$ cat src/rtl/io_mmap_ctrl_pkg.sv
// Shared register offsets, status bit positions and the offset decoder for the
// memory-mapped I/O slave.
package io_mmap_ctrl_pkg;

  localparam logic [31:0] IO_RX_CTRL = 32'h00;
  localparam logic [31:0] IO_RX_DATA = 32'h04;
  localparam logic [31:0] IO_TX_CTRL = 32'h08;
  localparam logic [31:0] IO_TX_DATA = 32'h0C;
  localparam logic [31:0] IO_CYC_CNT = 32'h10;
  localparam logic [31:0] IO_RET_CNT = 32'h14;
  localparam logic [31:0] IO_CNT_CLR = 32'h18;

  localparam int RX_NONEMPTY_BIT = 0;
  localparam int TX_FREE_BIT     = 0;

  typedef enum logic [2:0] {
    SEL_RX_CTRL,
    SEL_RX_DATA,
    SEL_TX_CTRL,
    SEL_TX_DATA,
    SEL_CYC_CNT,
    SEL_RET_CNT,
    SEL_CNT_CLR,
    SEL_NONE
  } reg_sel_e;

  // Byte-lane bits are dropped so any address inside a word selects that word.
  function automatic reg_sel_e decode_offset(input logic [31:0] offset);
    logic [31:0] word;
    word = {offset[31:2], 2'b00};
    case (word)
      IO_RX_CTRL: decode_offset = SEL_RX_CTRL;
      IO_RX_DATA: decode_offset = SEL_RX_DATA;
      IO_TX_CTRL: decode_offset = SEL_TX_CTRL;
      IO_TX_DATA: decode_offset = SEL_TX_DATA;
      IO_CYC_CNT: decode_offset = SEL_CYC_CNT;
      IO_RET_CNT: decode_offset = SEL_RET_CNT;
      IO_CNT_CLR: decode_offset = SEL_CNT_CLR;
      default:    decode_offset = SEL_NONE;
    endcase
  endfunction

endpackage

$ cat src/rtl/io_mmap_ctrl_if.sv
// Pipeline-side IO bus: X-stage address/strobes/store data in, M-stage load data out.
interface io_mmap_ctrl_if #(
  parameter int ADDR_W = 8
);
  logic [ADDR_W-1:0] io_addr;
  logic [3:0]        io_we;
  logic [31:0]       io_wdata;
  logic              io_re;
  logic [31:0]       io_rdata;

  modport master (output io_addr, io_we, io_wdata, io_re, input io_rdata);
  modport slave  (input io_addr, io_we, io_wdata, io_re, output io_rdata);
endinterface

$ cat src/rtl/io_rx_fifo.sv
// Synchronous FIFO buffering UART receive bytes; pointers carry one extra wrap bit
// so full and empty are distinguishable without a separate count.
module io_rx_fifo #(
  parameter int DEPTH = 4,
  parameter int W     = 8
) (
  input  logic         clk,
  input  logic         rst,
  input  logic         push,
  input  logic [W-1:0] din,
  input  logic         pop,
  output logic         full,
  output logic         empty,
  output logic [W-1:0] dout
);
  localparam int AW = $clog2(DEPTH);
  localparam int PW = AW + 1;

  logic [W-1:0]  mem [DEPTH];
  logic [PW-1:0] wr_ptr, rd_ptr;
  logic          do_push, do_pop;

  assign empty   = (wr_ptr == rd_ptr);
  assign full    = (wr_ptr[PW-1] != rd_ptr[PW-1]) && (wr_ptr[AW-1:0] == rd_ptr[AW-1:0]);
  assign do_push = push && !full;
  assign do_pop  = pop && !empty;
  assign dout    = mem[rd_ptr[AW-1:0]];

  always_ff @(posedge clk or negedge rst) begin
    if (!rst) begin
      wr_ptr <= '0;
      rd_ptr <= '0;
    end else begin
      if (do_push) wr_ptr <= wr_ptr + PW'(1);
      if (do_pop)  rd_ptr <= rd_ptr + PW'(1);
    end
  end

  always_ff @(posedge clk) begin
    if (do_push) mem[wr_ptr[AW-1:0]] <= din;
  end

endmodule

$ cat src/rtl/io_mmap_ctrl.sv
// Memory-mapped IO slave: UART RX FIFO / TX holding register bridge plus cycle and
// retire counters, with a one-cycle registered read path into the M stage.
module io_mmap_ctrl
  import io_mmap_ctrl_pkg::*;
#(
  parameter int RX_DEPTH = 4,
  parameter int ADDR_W   = 8
) (
  input  logic           clk,
  input  logic           rst,
  io_mmap_ctrl_if.slave  bus,
  input  logic           instr_retire,
  input  logic [7:0]     rx_data,
  input  logic           rx_valid,
  output logic           rx_ready,
  output logic [7:0]     tx_data,
  output logic           tx_valid,
  input  logic           tx_ready
);

  logic [31:0] offset;
  reg_sel_e    sel;
  logic        wr_any, wr_tx, wr_clr, rd_pop;
  logic        fifo_full, fifo_empty;
  logic [7:0]  fifo_dout;
  logic [31:0] cyc_cnt, ret_cnt;
  logic [31:0] rd_val;
  logic        unused_wdata;

  assign offset       = 32'(bus.io_addr);
  assign sel          = decode_offset(offset);
  assign wr_any       = |bus.io_we;
  assign wr_tx        = wr_any && (sel == SEL_TX_DATA);
  assign wr_clr       = wr_any && (sel == SEL_CNT_CLR);
  assign rd_pop       = bus.io_re && (sel == SEL_RX_DATA);
  assign rx_ready     = !fifo_full;
  assign unused_wdata = ^bus.io_wdata[31:8];

  io_rx_fifo #(
    .DEPTH (RX_DEPTH),
    .W     (8)
  ) u_rx_fifo (
    .clk   (clk),
    .rst   (rst),
    .push  (rx_valid),
    .din   (rx_data),
    .pop   (rd_pop),
    .full  (fifo_full),
    .empty (fifo_empty),
    .dout  (fifo_dout)
  );

  // A busy holding register only takes a new byte when the old one leaves this edge.
  always_ff @(posedge clk or negedge rst) begin
    if (!rst) begin
      tx_valid <= 1'b0;
      tx_data  <= '0;
    end else if (wr_tx && (!tx_valid || tx_ready)) begin
      tx_valid <= 1'b1;
      tx_data  <= bus.io_wdata[7:0];
    end else if (tx_valid && tx_ready) begin
      tx_valid <= 1'b0;
    end
  end

  always_ff @(posedge clk or negedge rst) begin
    if (!rst) begin
      cyc_cnt <= '0;
      ret_cnt <= '0;
    end else if (wr_clr) begin
      cyc_cnt <= '0;
      ret_cnt <= '0;
    end else begin
      cyc_cnt <= cyc_cnt + 32'd1;
      ret_cnt <= ret_cnt + 32'(instr_retire);
    end
  end

  always_comb begin
    rd_val = '0;
    case (sel)
      SEL_RX_CTRL: rd_val[RX_NONEMPTY_BIT] = !fifo_empty;
      SEL_RX_DATA: rd_val = fifo_empty ? 32'd0 : {24'd0, fifo_dout};
      SEL_TX_CTRL: rd_val[TX_FREE_BIT] = !tx_valid;
      SEL_CYC_CNT: rd_val = cyc_cnt;
      SEL_RET_CNT: rd_val = ret_cnt;
      default:     rd_val = '0;
    endcase
  end

  // Read data samples pre-edge state, so it lands in the M stage one cycle later.
  always_ff @(posedge clk or negedge rst) begin
    if (!rst)            bus.io_rdata <= '0;
    else if (bus.io_re)  bus.io_rdata <= rd_val;
  end

endmodule

$ cat src/flat_wrapper.sv
// flat-port wrapper written by rule: the top's interface ports become plain ports
module io_mmap_ctrl_flat import io_mmap_ctrl_pkg::*;
#(
  parameter int RX_DEPTH = 4,
  parameter int ADDR_W   = 8
)
  (clk, rst, instr_retire, rx_data, rx_valid, rx_ready, tx_data, tx_valid, tx_ready, bus_io_addr, bus_io_we, bus_io_wdata, bus_io_re, bus_io_rdata);
  io_mmap_ctrl_if #(.ADDR_W(ADDR_W)) bus_i ();
  input  logic clk;
  input  logic rst;
  input  logic instr_retire;
  input  logic [7:0] rx_data;
  input  logic rx_valid;
  output logic rx_ready;
  output logic [7:0] tx_data;
  output logic tx_valid;
  input  logic tx_ready;
  input wire logic [$bits(bus_i.io_addr)-1:0] bus_io_addr;
  input wire logic [$bits(bus_i.io_we)-1:0] bus_io_we;
  input wire logic [$bits(bus_i.io_wdata)-1:0] bus_io_wdata;
  input wire logic [$bits(bus_i.io_re)-1:0] bus_io_re;
  output wire logic [$bits(bus_i.io_rdata)-1:0] bus_io_rdata;
  assign bus_i.io_addr = bus_io_addr;
  assign bus_i.io_we = bus_io_we;
  assign bus_i.io_wdata = bus_io_wdata;
  assign bus_i.io_re = bus_io_re;
  assign bus_io_rdata = bus_i.io_rdata;
  io_mmap_ctrl #(.RX_DEPTH(RX_DEPTH), .ADDR_W(ADDR_W)) u_core (.clk(clk), .rst(rst), .bus(bus_i), .instr_retire(instr_retire), .rx_data(rx_data), .rx_valid(rx_valid), .rx_ready(rx_ready), .tx_data(tx_data), .tx_valid(tx_valid), .tx_ready(tx_ready));
endmodule
$ cat config.mk
export PLATFORM = sky130hd
export DESIGN_NAME = io_mmap_ctrl_flat
export DESIGN_NICKNAME = d
export VERILOG_FILES = /design/src/rtl/io_mmap_ctrl_pkg.sv /design/src/rtl/io_mmap_ctrl_if.sv /design/src/rtl/io_rx_fifo.sv /design/src/rtl/io_mmap_ctrl.sv /design/src/flat_wrapper.sv
export SDC_FILE = /design/constraint.sdc
export NUM_CORES = 1
export LEC_CHECK = 0
export CORE_MARGIN = 2
export CORE_UTILIZATION = 54
export CTS_BUF_LIST = sky130_fd_sc_hd__clkbuf_4 sky130_fd_sc_hd__clkbuf_8 sky130_fd_sc_hd__clkbuf_16
export DETAILED_ROUTE_END_ITERATION = 8
export PLACE_DENSITY = 0.81
export REMOVE_ABC_BUFFERS = 1
export SLEW_MARGIN = 20
export SYNTH_ARGS = -nofsm -noshare
export SYNTH_HDL_FRONTEND = slang
export SYNTH_SLANG_ARGS = --single-unit
$ cat constraint.sdc
create_clock -name clk -period 3.15 [get_ports clk]
set_clock_uncertainty 0.1 [all_clocks]
set_input_delay 0.315 -clock clk [delete_from_list [all_inputs] [get_ports clk]]
set_output_delay 0.315 -clock clk [all_outputs]
set_load 0.02 [all_outputs]
==> impl_metrics.yaml, run 1 <==
run_status:
  status: "completed"
timing:
  tightest_slew_ps: 654
  rsz0062_at_grt: "false"
  fmaxAchievable_ghz: 0.363
  totalNegativeSetupSlack_ps: 0
  setup_violations: 0
  final.min_clock_period_ps: 2760
  final_max_slew_viol_count: 0
  relSlewSlack_pct: 56.0
  finalHoldViolCount: 0
  period_share_pct: 87.5
clocking:
  clk_latency_ps: 420
  clk_path_buf_depth: 2
  cts_setup_buffers: 0
  clk_pin_slew_ps: 60
  h-tree-depth: 4
  cts-root-buf: "clkbuf_16"
  numCtsBuffers: 17
  cts_tree: "yes"
  clock_sinks: 143
setup_path:
  crit_path_max_fanout: 16
  crit_type: "register to register"
  worstPathRequired_ps: 3390
  endpoint_kind: "register"
  r2r_slack_ps: 390
  rr_startpoint: "u_core.cyc_cnt[0]$_DFF_PN0_"
  worst_ep_arrival_time_ps: 3000
  r2r_end: "u_core.cyc_cnt[30]$_DFF_PN0_"
  rr_worst_depth: 5
  critPathLaunchType: "register"
detailed_routing:
  routed_wirelength_microns: 15400
  drt-wirelength-per-cell_microns: 17.8
  num_vias: 5121
  drtIter0Drc: 489
  drc: 0
  avgViaCountPerCell: 5.93
  first_pass_iters: 5
  drtAntennaViolNets: 0
placed_design:
  io_buffers: 73
  hpwl_microns: 10200
  gp_congestion: 0.847
  place_area_sq_um: 7660
cells_and_area:
  layout-area-overhead-vs-synth_pct: 21.5
  final_nets: 749
  layout-drive-gt1-share_pct: 10.5
  antenna-diode-count: 0
  fin_area_sq_um: 8240
  num-fill-cells: 932
grt:
  grt_pass1_vias: 5166
  antenna_found_initial: 0
  grt_pass1_wl_microns: 25600
  track_usage_pct: 24.7
  grt_overflow: 0
  grt_max_degree: 112
logic_synthesis:
  avgSynthCellArea_sq_um: 11.1
  synth_edf_count: 32
  synth-seq-cells: 143
  synth_warnings: 0
  yosysMostFrequentCell: "dfrtp_1"
  synth.distinct_cells: 53
  ys_top_cells_by_count: "111 x dfrtp_1, 49 x inv_1, 34 x nand3_1"
  synth_top_cell_area_share_pct: 41.0
  yosys.area.top_type: "dfrtp_1"
  synth_area_leaders: "dfrtp_1 41%, edfxtp_1 14%, inv_1 2.7%"
  synthCells: 610
  ys.flop_type: "dfrtp_1"
  ys_async_sr_fraction_pct: 77.6
  ys_seq_area_share_pct: 55.1
  syn-cell-area_sq_um: 6780
die:
  die_h_microns: 116
  ios: 100
  die_area_sq_um: 13500
  die_width_microns: 116
  coreArea_sq_um: 12100
  row_count: 40
  start_util_pct: 56.0
pwr:
  power.leakage_nw: 3.15
  power.density_nw_per_um2: 653
  ir_drop_mv: 0.475
flow_run:
  max-cap-violations: 0
worst_hold_path:
  hold_path.class: "primary input to asynchronous set/reset pin"
==> layout by cell type, fill, tap and decap left out, types with 9 or more instances in the layout <==
cell type and count:
mux2i_1 12, nor2_1 25, mux2_2 9, or4_1 22, edfxtp_1 32, o22ai_1 24
clkdlybuf4s50_1 72, buf_4 14, nor3_1 10, o31ai_1 18, dfrtp_1 111, or3_1 10
xnor2_1 18, a21oi_1 30, a22oi_1 24, nand3_1 34, inv_1 49, and2_1 11
clkbuf_16 17, nand4_1 13, o21ai_0 14, nand2_1 26, inv_6 10, xor2_1 11
==> cell type report <==
type	count	area, sq um	area share, %
sequential	143	3740	45.4
multi-input combinational	384	2680	32.6
timing repair buffer	88	856	10.4
clock buffer	17	425	5.16
tap	168	210	2.55
inverter	49	184	2.23
clock inverter	15	145	1.76
==> power by group <==
part           switching (mW)  internal [mW]
Sequential              0.326           2.21
Clock                   0.841           1.11
Combinational           0.476          0.425
==> critical path, cell delays in order, from the launching register on <==
cell     delay, ps
dfrtp_1        460
ha_1           290
nand4_2        220
or4_1          820
or4_1          610
a21oi_1        180
==> flip-flops by register name, summed over array words and instances (netlist names) <==
| signal | flops |
|---|---|
| u_core.u_rx_fifo.mem | 32 |
| u_core.ret_cnt | 32 |
| u_core.tx_valid | 1 |
| u_core.u_rx_fifo.wr_ptr | 3 |
| u_core.tx_data | 8 |
| u_core.u_rx_fifo.rd_ptr | 3 |
| u_core.bus.io_rdata | 32 |
| u_core.cyc_cnt | 32 |
==> kinds of logic after synthesis <==
kind of cell    after synthesis  share of synthesized area, %
compound gates              128                          12.3
xor+xnor                     29                          3.74
fa+ha+maj                     8                          1.48
buf+inv                      83                          5.31
flops                       143                          55.1
mux                          29                          5.92
simple gates                190                          16.1
==> through the flow <==
| stage | util (%) | cells | hold slack (ps) | power (mW) | setup WS, ps |
|---|---|---|---|---|---|
| floorplan | - | 576 | -80.6 | 3.07 | 747 |
| global placement | 63.3 | 831 | 342 | 3.38 | 532 |
| detailed placement | 63.3 | 831 | 349 | 3.45 | 462 |
| CTS | 68.1 | 864 | 380 | 5.41 | 386 |
| global route | 68.1 | 864 | 398 | 5.64 | 296 |
| finish | 68.1 | 864 | 395 | 5.38 | 393 |
==> worst max-delay path by stage <==
stage | end | startpoint | depth (start not counted) | slack [ps]
floorplan | u_core.ret_cnt[23]$_DFF_PN0_ | bus_io_addr[5] | 4 | 750
global placement | u_core.ret_cnt[28]$_DFF_PN0_ | instr_retire | 8 | 530
detailed placement | u_core.cyc_cnt[30]$_DFF_PN0_ | u_core.cyc_cnt[0]$_DFF_PN0_ | 5 | 460
CTS | u_core.cyc_cnt[30]$_DFF_PN0_ | u_core.cyc_cnt[0]$_DFF_PN0_ | 5 | 390
global route | u_core.cyc_cnt[30]$_DFF_PN0_ | u_core.cyc_cnt[0]$_DFF_PN0_ | 5 | 300
finish | u_core.cyc_cnt[30]$_DFF_PN0_ | u_core.cyc_cnt[0]$_DFF_PN0_ | 5 | 390
==> layer usage <==
layer	global-route usage, %	up-vias	wire (microns)
li1	-	2405	-
met1	31.8	2552	6490
met2	41.7	144	7900
met3	5.23	20	793
met4	9.13	0	221
met5	0	-	0
==> repair_timing <==
item	in CTS	in global routing
resized for setup	0	0
hold endpoints to repair	111	0
hold buffers	1	0
setup endpoints to repair	0	0
(Power assumes the default switching activity.)
==> run 2: changes to the inputs <==
Settings changed: ABC_CLOCK_PERIOD_IN_PS from default to 3150, CORE_UTILIZATION 54 to 55, GPL_TIMING_DRIVEN from default to 0, PLACE_DENSITY 0.81 to 0.82, SYNTH_HIERARCHICAL from default to 1.
==> impl_metrics.yaml, run 2 <==
cells_and_area:
  layout-drive-gt1-share_pct: 10.1
  layout_common_cells: "111 x dfrtp_1, 72 x clkdlybuf4s50_1, 43 x a21oi_1"
  fin_area_sq_um: 8270
  final_nets: 729
  seq_area_sq_um: 3740
  antenna-diode-count: 0
  num-fill-cells: 830
  layout-area-overhead-vs-synth_pct: 21.0
  multi_input_area_sq_um: 2860
  final_common_cell: "dfrtp_1"
  fin_cells: 844
  postLayoutCoreUtil_pct: 68.5
setup_path:
  crit_type: "register to output port"
  crit_path_max_fanout: 12
  critPathLaunchType: "register"
  r2r_slack_ps: 580
  slowest_delay_ps: 820
  worst_ep_arrival_time_ps: 2460
  worstPathRequired_ps: 2730
  critPathSlowestCell: "dfrtp_1"
  endpoint_kind: "output port"
  crit_path_frequent_cell: "inv_1"
  cp_cell_sequence: "xnor2_1, nand3_1, inv_1, inv_1, clkdlybuf4s50_1"
timing:
  tightest_slew_ps: 1070
  hold_ws_ps: 266
  rsz0062_at_grt: "false"
  final.min_clock_period_ps: 2870
  finalHoldViolCount: 0
  relSlewSlack_pct: 28.8
  setup_violations: 0
  fmaxAchievable_ghz: 0.348
  finalWorstSetupSlack_ps: 276
  totalNegativeSetupSlack_ps: 0
  period_share_pct: 91.2
  final_max_slew_viol_count: 0
logic_synthesis:
  ys_async_sr_fraction_pct: 77.6
  synth.distinct_cells: 51
  ys_top_cells_by_count: "111 x dfrtp_1, 43 x a21oi_1, 38 x a22oi_1"
  syn-cell-area_sq_um: 6830
  synthCells: 603
  synth-seq-cells: 143
  ys.flop_type: "dfrtp_1"
  synth_area_leaders: "dfrtp_1 41%, edfxtp_1 14%, a22oi_1 4.2%"
  ys_seq_area_share_pct: 54.7
  synth_edf_count: 32
  yosysMostFrequentCell: "dfrtp_1"
  synth_top_cell_area_share_pct: 40.7
  synth_warnings: 6
  avgSynthCellArea_sq_um: 11.3
  yosys.area.top_type: "dfrtp_1"
run_status:
  status: "completed"
detailed_routing:
  drtIter0Drc: 453
  routed_wirelength_microns: 15800
  avgViaCountPerCell: 6.31
  drt-wirelength-per-cell_microns: 18.8
  first_pass_iters: 5
  drtAntennaViolNets: 0
  num_vias: 5322
  drc: 0
grt:
  met3_usage_pct: 5.33
  met1_usage_pct: 32.6
  grt_util_met2_pct: 41.2
  grt_pass1_wl_microns: 26000
  grt_pass1_vias: 5284
  track_usage_pct: 25.1
  top_usage_layer: "met2"
  antenna_found_initial: 0
  grt_overflow: 0
  grt_max_degree: 74
placed_design:
  hpwl_microns: 10600
  gp_congestion: 0.846
  place_area_sq_um: 7680
  dp_cells: 811
  io_buffers: 73
  detailedPlace.worstSlack_ps: -212
flow_run:
  max-cap-violations: 0
die:
  start_util_pct: 56.6
  die_width_microns: 115
  die_h_microns: 115
  ios: 100
  die_area_sq_um: 13300
  row_count: 40
  coreArea_sq_um: 12100
pwr:
  power.density_nw_per_um2: 652
  ir_drop_mv: 0.427
  design_power_total_mw: 5.39
  power.leakage_nw: 3.09
clocking:
  ctsResizeCount: 0
  clk_latency_ps: 420
  h-tree-depth: 4
  numCtsBuffers: 17
  cts_setup_buffers: 0
  clk_pin_slew_ps: 70
  clk_path_buf_depth: 2
  cts-root-buf: "clkbuf_16"
  cts_tree: "yes"
  clock_sinks: 143
worst_hold_path:
  hold_path.class: "primary input to asynchronous set/reset pin"
[run 2: cell types whose count changed after synthesis, sizes merged, moves of 11 or more]
cell / before / now
mux2i: 12 / 1
a22oi: 24 / 38
a21oi: 31 / 43
nand3: 35 / 22
o2bb2ai: 0 / 25
inv: 49 / 18
o22ai: 24 / 0
[run 2: worst max-delay path, delay by kind of cell (launching register included)]
kind,cells,cell delay (ps)
flops,1,820
buf+inv,3,700
xor+xnor,1,290
simple gates,1,210
[run 2: what timing repair did]
| action | CTS | global route |
|---|---|---|
| setup endpoints to repair | 0 | 0 |
| hold buffers | 1 | 0 |
| endpoints found under the hold margin | 38 | 0 |
[run 2: cell families after synthesis]
kind of cell             synth area share, %
AO/OA/AOI/OAI                           15.9
XOR/XNOR                                3.94
adder cells (fa/ha/maj)                 1.46
buffers and inverters                   3.42
flip-flops                              54.7
multiplexers                            4.76
AND/OR/NAND/NOR                         15.7
[run 2: final timing paths]
path | from | cells after the start | endpoint
max reg2reg | u_core/ret_cnt[0]$_DFF_PN0_ | 6 | u_core/ret_cnt[22]$_DFF_PN0_
max | u_core/u_rx_fifo/rd_ptr[0]$_DFFE_PN0P_ | 5 | rx_ready
max in group asynchronous | rst | 3 | u_core/ret_cnt[27]$_DFF_PN0_
min | rst | 2 | u_core/ret_cnt[8]$_DFF_PN0_
min in group clk | u_core/bus.io_rdata[30]$_DFFE_PN0P_ | 1 | u_core/bus.io_rdata[30]$_DFFE_PN0P_
min reg2reg | u_core/bus.io_rdata[30]$_DFFE_PN0P_ | 1 | u_core/bus.io_rdata[30]$_DFFE_PN0P_
[run 2: power breakdown]
part           switching (mW)  internal, mW
logic                   0.480         0.425
registers               0.345          2.18
clock network           0.894          1.06
total                    1.72          3.67
[run 2: final cells by class]
| cell class | count | area share (%) |
|---|---|---|
| clock inverters | 15 | 1.85 |
| clock buffers | 17 | 5.15 |
| flip-flops and latches | 143 | 45.2 |
| well taps | 168 | 2.54 |
| inverters | 18 | 0.817 |
| repair buffers | 79 | 9.76 |
| multi-input cells | 404 | 34.7 |
[run 2: metal layers]
| layer | wire (microns) | vias to the layer above | part of all wire, % |
|---|---|---|---|
| met3 | 811 | 40 | 5.1 |
| met2 | 7910 | 200 | 50 |
| met5 | 0 | - | 0 |
| met4 | 375 | 0 | 2.4 |
| li1 | - | 2439 | - |
| met1 | 6740 | 2643 | 43 |
==> run 3: changes to the inputs <==
Settings changed: CORE_UTILIZATION 55 to 45, PLACE_DENSITY 0.82 to 0.69.
==> impl_metrics.yaml, run 3 (synthesis results as in run 2) <==
run_status:
  status: "completed"
grt:
  grt_overflow: 0
  grt_max_degree: 69
  track_usage_pct: 20.7
  antenna_found_initial: 0
  grt_pass1_wl_microns: 26500
  grt_pass1_vias: 5291
clocking:
  numCtsBuffers: 17
  cts_setup_buffers: 0
  cts-root-buf: "clkbuf_16"
  hold_buffers: 1
  ctsResizeCount: 0
  cts_tree: "yes"
  clock_sinks: 143
  clk_latency_ps: 420
  clk_path_buf_depth: 2
  clk_pin_slew_ps: 60
  h-tree-depth: 4
placed_design:
  place_area_sq_um: 7690
  io_buffers: 73
  detailedPlace.worstSlack_ps: 107
  gp_congestion: 0.817
  hpwl_microns: 10800
  dp_cells: 830
die:
  start_util_pct: 45.5
  row_count: 45
  coreArea_sq_um: 15000
  die_area_sq_um: 16200
  ios: 100
  die_width_microns: 127
  die_h_microns: 127
setup_path:
  endpoint_kind: "output port"
  rr_startpoint: "u_core/ret_cnt[0]$_DFF_PN0_"
  r2r_end: "u_core/ret_cnt[26]$_DFF_PN0_"
  crit_path_max_fanout: 12
  worst_ep_arrival_time_ps: 2420
  critPathLaunchType: "register"
  crit_type: "register to output port"
  worstPathRequired_ps: 2730
  r2r_slack_ps: 500
  rr_worst_depth: 6
pwr:
  design_power_total_mw: 5.32
  power.leakage_nw: 3.08
  power.density_nw_per_um2: 644
  ir_drop_mv: 0.499
detailed_routing:
  routed_wirelength_microns: 16200
  drc: 0
  drtIter0Drc: 478
  avgViaCountPerCell: 6.12
  drt-wirelength-per-cell_microns: 18.8
  num_vias: 5275
  drtAntennaViolNets: 0
  first_pass_iters: 5
cells_and_area:
  layout-area-overhead-vs-synth_pct: 20.8
  final_nets: 728
  fin_area_sq_um: 8250
  final_common_cell: "dfrtp_1"
  fin_cells: 862
  postLayoutCoreUtil_pct: 54.9
  layout_common_cells: "111 x dfrtp_1, 72 x clkdlybuf4s50_1, 43 x a21oi_1"
  layout-drive-gt1-share_pct: 9.94
  antenna-diode-count: 0
timing:
  setup_violations: 0
  final_max_slew_viol_count: 0
  finalWorstSetupSlack_ps: 314
  tightest_slew_ps: 1060
  rsz0062_at_grt: "false"
  period_share_pct: 90.0
  final.min_clock_period_ps: 2840
  finalHoldViolCount: 0
  fmaxAchievable_ghz: 0.353
  relSlewSlack_pct: 29.4
flow_run:
  max-cap-violations: 0
worst_hold_path:
  hold_path.class: "primary input to asynchronous set/reset pin"
run 3: cell count changes in the layout (fill, tap and decap cells not counted):
| cell | change |
|---|---|
| buf_8 | -1 |
| and2_2 | +1 |
| inv_8 | -9 |
| clkinv_4 | -1 |
| clkinv_2 | +4 |
| clkbuf_4 | +5 |
| and2_1 | -1 |
| bufinv_16 | +1 |
| inv_4 | +1 |
| clkbuf_8 | +2 |
| inv_6 | -4 |
run 3: through the flow:
step | hold WS, ps | setup TNS (ps)
detailed placement | 224 | 0
global placement | 368 | -312060
global route | 375 | 0
finish | 327 | 0
CTS | 349 | 0
floorplan | -80.6 | 0
run 3: worst max-delay path, stage by stage, from the launching register on:
cell and delay (ps):
dfrtp_1 640, xnor2_1 500, nand3_1 210, inv_1 90, inv_1 40, clkdlybuf4s50_1 520
run 3: power by group:
part	total [mW]	leakage [nW]	internal [mW]	switching (mW)
registers	2.55	1.76	2.19	0.366
logic	0.888	1.03	0.420	0.468
clock network	1.88	0.281	1.16	0.717
total	5.32	3.08	3.76	1.55
run 3: metal layers:
metal	global-route usage, %	vias up	wire (microns)	part of all wire, %
met3	5.11	30	878	5.4
met5	0	-	0	0
li1	-	2424	-	-
met1	26.1	2646	6860	42
met2	34.6	175	8130	50
met4	8.27	0	299	1.8
run 3: worst max-delay path by stage:
stage / from / endpoint / slack [ps] / cells after the start
after floorplan: bus_io_addr[7] / u_core/cyc_cnt[25]$_DFF_PN0_ / 690 / 4
after global placement: rst / u_core/u_rx_fifo/wr_ptr[1]$_DFFE_PN0P_ / -2580 / 1
after detailed placement: instr_retire / u_core/ret_cnt[26]$_DFF_PN0_ / 110 / 7
after CTS: u_core/u_rx_fifo/rd_ptr[0]$_DFFE_PN0P_ / rx_ready / 270 / 5
after global routing: u_core/u_rx_fifo/rd_ptr[0]$_DFFE_PN0P_ / rx_ready / 70 / 5
final: u_core/u_rx_fifo/rd_ptr[0]$_DFFE_PN0P_ / rx_ready / 310 / 5
run 3: layout make-up:
| type | instances | area [sq um] |
|---|---|---|
| fillers | 1249 | 6780 |
| flip-flops and latches | 143 | 3740 |
| multi-input cells | 404 | 2870 |
| repair buffers | 78 | 792 |
| clock buffers | 24 | 490 |
| well taps | 188 | 235 |
| inverters | 18 | 67.6 |
| clock inverters | 7 | 63.8 |
